### config.mk
export PLATFORM = sky130hd
export DESIGN_NAME = uart_rx
export DESIGN_NICKNAME = d
export VERILOG_FILES = /design/src/rtl/uart_rx.sv
export SDC_FILE = /design/constraint.sdc
export NUM_CORES = 1
export LEC_CHECK = 0
export CAP_MARGIN = 20
export CORE_MARGIN = 4
export CORE_UTILIZATION = 30
export CTS_CLUSTER_SIZE = 16
export DETAILED_ROUTE_END_ITERATION = 16
export PLACE_DENSITY = 0.44
export SYNTH_ARGS = -nofsm -noshare
export SYNTH_HDL_FRONTEND = slang
export SYNTH_SLANG_ARGS = --single-unit
### constraint.sdc
create_clock -name clk -period 2.2 [get_ports clk]
set_input_delay 0.44 -clock clk [delete_from_list [all_inputs] [get_ports clk]]
set_output_delay 0.44 -clock clk [all_outputs]
set_load 0.03 [all_outputs]
### src/rtl/uart_rx.sv
// 8N1 UART receiver: 2-flop synchronizer, mid-bit sampling, a single-byte holding
// register with done/ack handshake, sticky frame-error and overrun flags.
module uart_rx #(
  parameter int CLKS_PER_BIT = 868,
  parameter int HALF_BIT     = CLKS_PER_BIT / 2
) (
  input  logic       clk,
  input  logic       rst,
  input  logic       rx,
  output logic [7:0] d_in,
  output logic       done,
  input  logic       ack,
  output logic       frame_err,
  output logic       overrun,
  output logic       busy
);

  localparam int CW = (CLKS_PER_BIT > 1) ? $clog2(CLKS_PER_BIT) : 1;
  localparam logic [CW-1:0] CNT_LAST = CW'(CLKS_PER_BIT - 1);
  localparam logic [CW-1:0] CNT_HALF = CW'(HALF_BIT - 1);

  typedef enum logic [2:0] {IDLE, START, DATA, STOP, BREAK} state_t;

  state_t          state_reg, state_next;
  logic [1:0]      sync_reg;
  logic            rx_s;
  logic [CW-1:0]   cnt_reg, cnt_next;
  logic [2:0]      bit_idx_reg, bit_idx_next;
  logic [7:0]      shift_reg, shift_next;
  logic [7:0]      d_in_reg, d_in_next;
  logic            done_reg, done_next;
  logic            frame_err_reg, frame_err_next;
  logic            overrun_reg, overrun_next;

  // Synchronizer resets to the idle (high) level so reset never looks like a start bit.
  always_ff @(posedge clk) begin
    if (rst) begin
      sync_reg <= 2'b11;
    end else begin
      sync_reg <= {sync_reg[0], rx};
    end
  end

  assign rx_s = sync_reg[1];

  always_ff @(posedge clk) begin
    if (rst) begin
      state_reg     <= IDLE;
      cnt_reg       <= '0;
      bit_idx_reg   <= '0;
      shift_reg     <= '0;
      d_in_reg      <= 8'h00;
      done_reg      <= 1'b0;
      frame_err_reg <= 1'b0;
      overrun_reg   <= 1'b0;
    end else begin
      state_reg     <= state_next;
      cnt_reg       <= cnt_next;
      bit_idx_reg   <= bit_idx_next;
      shift_reg     <= shift_next;
      d_in_reg      <= d_in_next;
      done_reg      <= done_next;
      frame_err_reg <= frame_err_next;
      overrun_reg   <= overrun_next;
    end
  end

  always_comb begin
    state_next     = state_reg;
    cnt_next       = cnt_reg;
    bit_idx_next   = bit_idx_reg;
    shift_next     = shift_reg;
    d_in_next      = d_in_reg;
    done_next      = done_reg;
    frame_err_next = frame_err_reg;
    overrun_next   = overrun_reg;

    // Acknowledge clears first; frame events below may set flags again in the same cycle.
    if (ack && done_reg) begin
      done_next      = 1'b0;
      overrun_next   = 1'b0;
      frame_err_next = 1'b0;
    end

    case (state_reg)
      IDLE: begin
        if (!rx_s) begin
          state_next = START;
          cnt_next   = '0;
        end
      end
      START: begin
        if (cnt_reg == CNT_HALF) begin
          cnt_next = '0;
          if (!rx_s) begin
            state_next   = DATA;
            bit_idx_next = '0;
          end else begin
            state_next = IDLE;
          end
        end else begin
          cnt_next = cnt_reg + CW'(1);
        end
      end
      DATA: begin
        if (cnt_reg == CNT_LAST) begin
          cnt_next                = '0;
          shift_next[bit_idx_reg] = rx_s;
          if (bit_idx_reg == 3'd7) begin
            state_next = STOP;
          end else begin
            bit_idx_next = bit_idx_reg + 3'd1;
          end
        end else begin
          cnt_next = cnt_reg + CW'(1);
        end
      end
      STOP: begin
        if (cnt_reg == CNT_LAST) begin
          cnt_next = '0;
          if (rx_s) begin
            state_next = IDLE;
            if (!done_reg || ack) begin
              d_in_next      = shift_reg;
              done_next      = 1'b1;
              frame_err_next = 1'b0;
            end else begin
              overrun_next = 1'b1;
            end
          end else begin
            frame_err_next = 1'b1;
            state_next     = BREAK;
          end
        end else begin
          cnt_next = cnt_reg + CW'(1);
        end
      end
      BREAK: begin
        if (rx_s) begin
          state_next = IDLE;
        end
      end
      default: begin
        state_next = IDLE;
        cnt_next   = '0;
      end
    endcase
  end

  assign d_in      = d_in_reg;
  assign done      = done_reg;
  assign frame_err = frame_err_reg;
  assign overrun   = overrun_reg;
  assign busy      = (state_reg != IDLE);

endmodule

==> results by group <==
Clocking
  – CTS tree: done
  – H-tree levels: 2
  – Clock Path Buffers: 2
  – Post-CTS setup buffers: 0
  – CTS buffer count: 5
  – Clk root buf: clkbuf_8
  – Clock transition at path regs: 0.08 ns
  – Worst-skew pair later-pin latency: 0.29 ns
  – Hold buffers post-CTS: 0
  – Clk sinks: 37

Worst setup path
  – Register-to-Register Path Depth: 6
  – Crit-path cells: ha_1 > nor4b_2 > a31oi_2 > buf_4 > or4_1 > a21oi_1
  – Biggest cell delay along the critical path: 0.52 ns
  – CP Buf/Inv Count: 1
  – Worst reg2reg startpoint: cnt_reg[0]$_SDFFE_PP0P_
  – Worst setup SP type: flop
  – R2r setup slk: approximately 0.16 ns
  – FF-to-FF End: bit_idx_reg[1]$_SDFFE_PP0P_
  – Top delay family on crit path: simple AND/OR/NAND/NOR gates
  – Path type of the worst setup path: reg2reg
  – Critical path fanouts, max: 9
  – Worst endpoint required time: 2.43 ns
  – Critical Path AT: 2.26 ns
  – CP Capture Type: flop
  – Crit-path slowest cell: or4_1

Drt
  – Final wirelength: 4.71 mm
  – 1st-pass router iterations: 4
  – Initial DRC count: 78
  – DR DRC count: 0
  – DR WL/cell: 14.8 um
  – Routed via count: 1671
  – Routed vias/inst: roughly 5.2
  – Antenna-violating nets left: 0

Timing
  – Achievable Freq: 0.491 GHz
  – Final period utilization: 0.926
  – TNS Setup: 0 ns
  – Setup violations, final: 0
  – Clock Skew: 0.00405 ns
  – Post-layout minimum cycle time: 2.04 ns
  – Actual slew at the worst max-slew pin: 0.513 ns
  – Relative slew slack: 0.653
  – Endpoints failing hold: 0
  – RSZ-0062 raised after global routing: no
  – Max Slew Vio Count: 0

Yosys
  – Synth warn: 0
  – Synth top area cells: dfxtp_1, mux2i_1, nand2_1, a21oi_1, ha_1
  – Register area share after synthesis: 0.374
  – #FFs+latches synth: 37
  – Syn Nets: between 200 and 250
  – Mapped Area: 1980 um2
  – Dominant cell type by area after synthesis: dfxtp_1
  – Most common cell in the netlist: dfxtp_1
  – Asr flop ratio synth: 0
  – Synth top cells by count: dfxtp_1, nand2_1, mux2i_1
  – Post-Synthesis Cells: approximately 220
  – Syn_area_per_cell: 9.09 um2
  – Yosys top cell area share: 0.374
  – Synth Flop Type: dfxtp_1
  – Yosys cell types: 55
  – Number of synthesized flops with an enable pin: 0

Pwr
  – Total power: 0.00129 W
  – Leak pwr: ~0.9 nW
  – Pwr dens: about 550 nW/um2
  – Worst vdd ir: approximately 0.00025 V

Finish
  – N_diodes: 0
  – Synth-to-Final Area Change: 18.5%
  – Share of cells above drive strength 1: 0.165
  – Register area: 741 um2
  – Final #Nets: 250
  – Fill cells: 662
  – Multi-input logic area: 1130 um2
  – Max reg flops: 10

Global routing
  – Vias in the first global route: 1509
  – Antenna violations before repair: 0
  – First-pass GRT wire length: ~7.8 mm
  – All-Layer GR Usage: 0.129
  – Grt total ovfl: 0
  – Largest net degree at the start of global routing: 18

Min path
  – Worst Hold Launch: sync_reg[0]$_SDFF_PP1_
  – Hold endpoint: sync_reg[1]$_SDFF_PP1_
  – Worst Hold Depth: 1
  – Hold Crit Class: reg2reg

Floorplan
  – IO Count: 16
  – Width of the chip: 89.3 um
  – Core ar.: ~6400 um2
  – Die Y: roughly 90 um
  – Die ar.: about 8000 um2
  – Cell row count: 29
  – Initial Util: 0.310

Placement
  – Final Wtd Congestion: 0.837
  – IO Port Bufs: 15
  – Post-DP HPWL: 3.45 mm

Run status
  – Run status: finished clean

Job
  – Max_cap viols: 0
-- worst max-delay path by stage --
stage,start,endpoint,slack (ns),cells past startpoint
after floorplan,state_reg[2]$_SDFFE_PP0P_,bit_idx_reg[1]$_SDFFE_PP0P_,0.39,6
after global placement,cnt_reg[0]$_SDFFE_PP0P_,bit_idx_reg[2]$_SDFFE_PP0P_,0.23,6
after detailed placement,cnt_reg[0]$_SDFFE_PP0P_,bit_idx_reg[1]$_SDFFE_PP0P_,0.21,6
after CTS,cnt_reg[0]$_SDFFE_PP0P_,bit_idx_reg[1]$_SDFFE_PP0P_,0.17,6
after global routing,cnt_reg[0]$_SDFFE_PP0P_,bit_idx_reg[1]$_SDFFE_PP0P_,0.02,6
final,cnt_reg[0]$_SDFFE_PP0P_,bit_idx_reg[1]$_SDFFE_PP0P_,0.16,6
-- cells in the final DEF (no fill, tap or decap), drive strengths merged, types with 3 or more instances in the layout --
cell and n:
or3b 3, nand2b 3, or3 3, or4 3, nor4 3, mux2i 16, dfxtp 37, nand4b 3
o22ai 5, nor3 4, nand4 3, a31oi 5, nand2 34, a211o 3, nand3 5, o31ai 4
a21oi 12, inv 6, a31o 4, a211oi 4, clkdlybuf4s50 14, clkbuf 6, and2 4, nor2 7
ha 4, buf 16
-- report_power, final --
part	switching (W)	internal, W
registers	0.0000101	0.000675
clock network	0.000244	0.000248
logic	0.0000657	0.0000434
-- logic make-up (layout without fill, tap and decap cells) --
logic type,count (synthesis),after routing,synth area share
simple gates,90,90,0.276
compound gates,50,50,0.184
flops,37,37,0.374
buf+inv,20,44,0.0562
mux,16,16,0.0808
fa+ha+maj,4,4,0.0253
xor+xnor,1,1,0.00442
-- per-layer routing --
metal / track usage / up-vias / share of wire
li1: - / 858 / -
met1: 0.185 / 772 / 0.53
met2: 0.185 / 35 / 0.42
met3: 0.0323 / 6 / 0.041
met4: 0.0447 / 0 / 0.013
met5: 0 / - / 0
-- through the flow --
step / std cells / instance area [um2] / worst slack [ns] / hold slack, ns / util
CTS: 319 / 2350 / 0.165 / 0.416 / 0.368
finish: 319 / 2350 / 0.163 / 0.413 / 0.368
floorplan: 218 / 1980 / 0.395 / 0.389 / -
detailed placement: 312 / 2260 / 0.212 / 0.399 / 0.354
global route: 319 / 2350 / 0.0220 / 0.429 / 0.368
global placement: 312 / 2260 / 0.232 / 0.396 / 0.354
-- final cells by class --
type                    count  area share
repair buffers             31       0.115
well taps                  77      0.0410
flip-flops and latches     37       0.315
inverters                   6     0.00959
clock inverters             1     0.00320
clock buffers               6      0.0352
multi-input cells         161       0.481
-- repair_timing --
action / in CTS / in global routing
gates resized for setup: 1 / 0
endpoints found under the hold margin: 0 / 0
endpoints found under the setup margin: 1 / 0
Note: power is estimated with default switching activity, not from simulation.
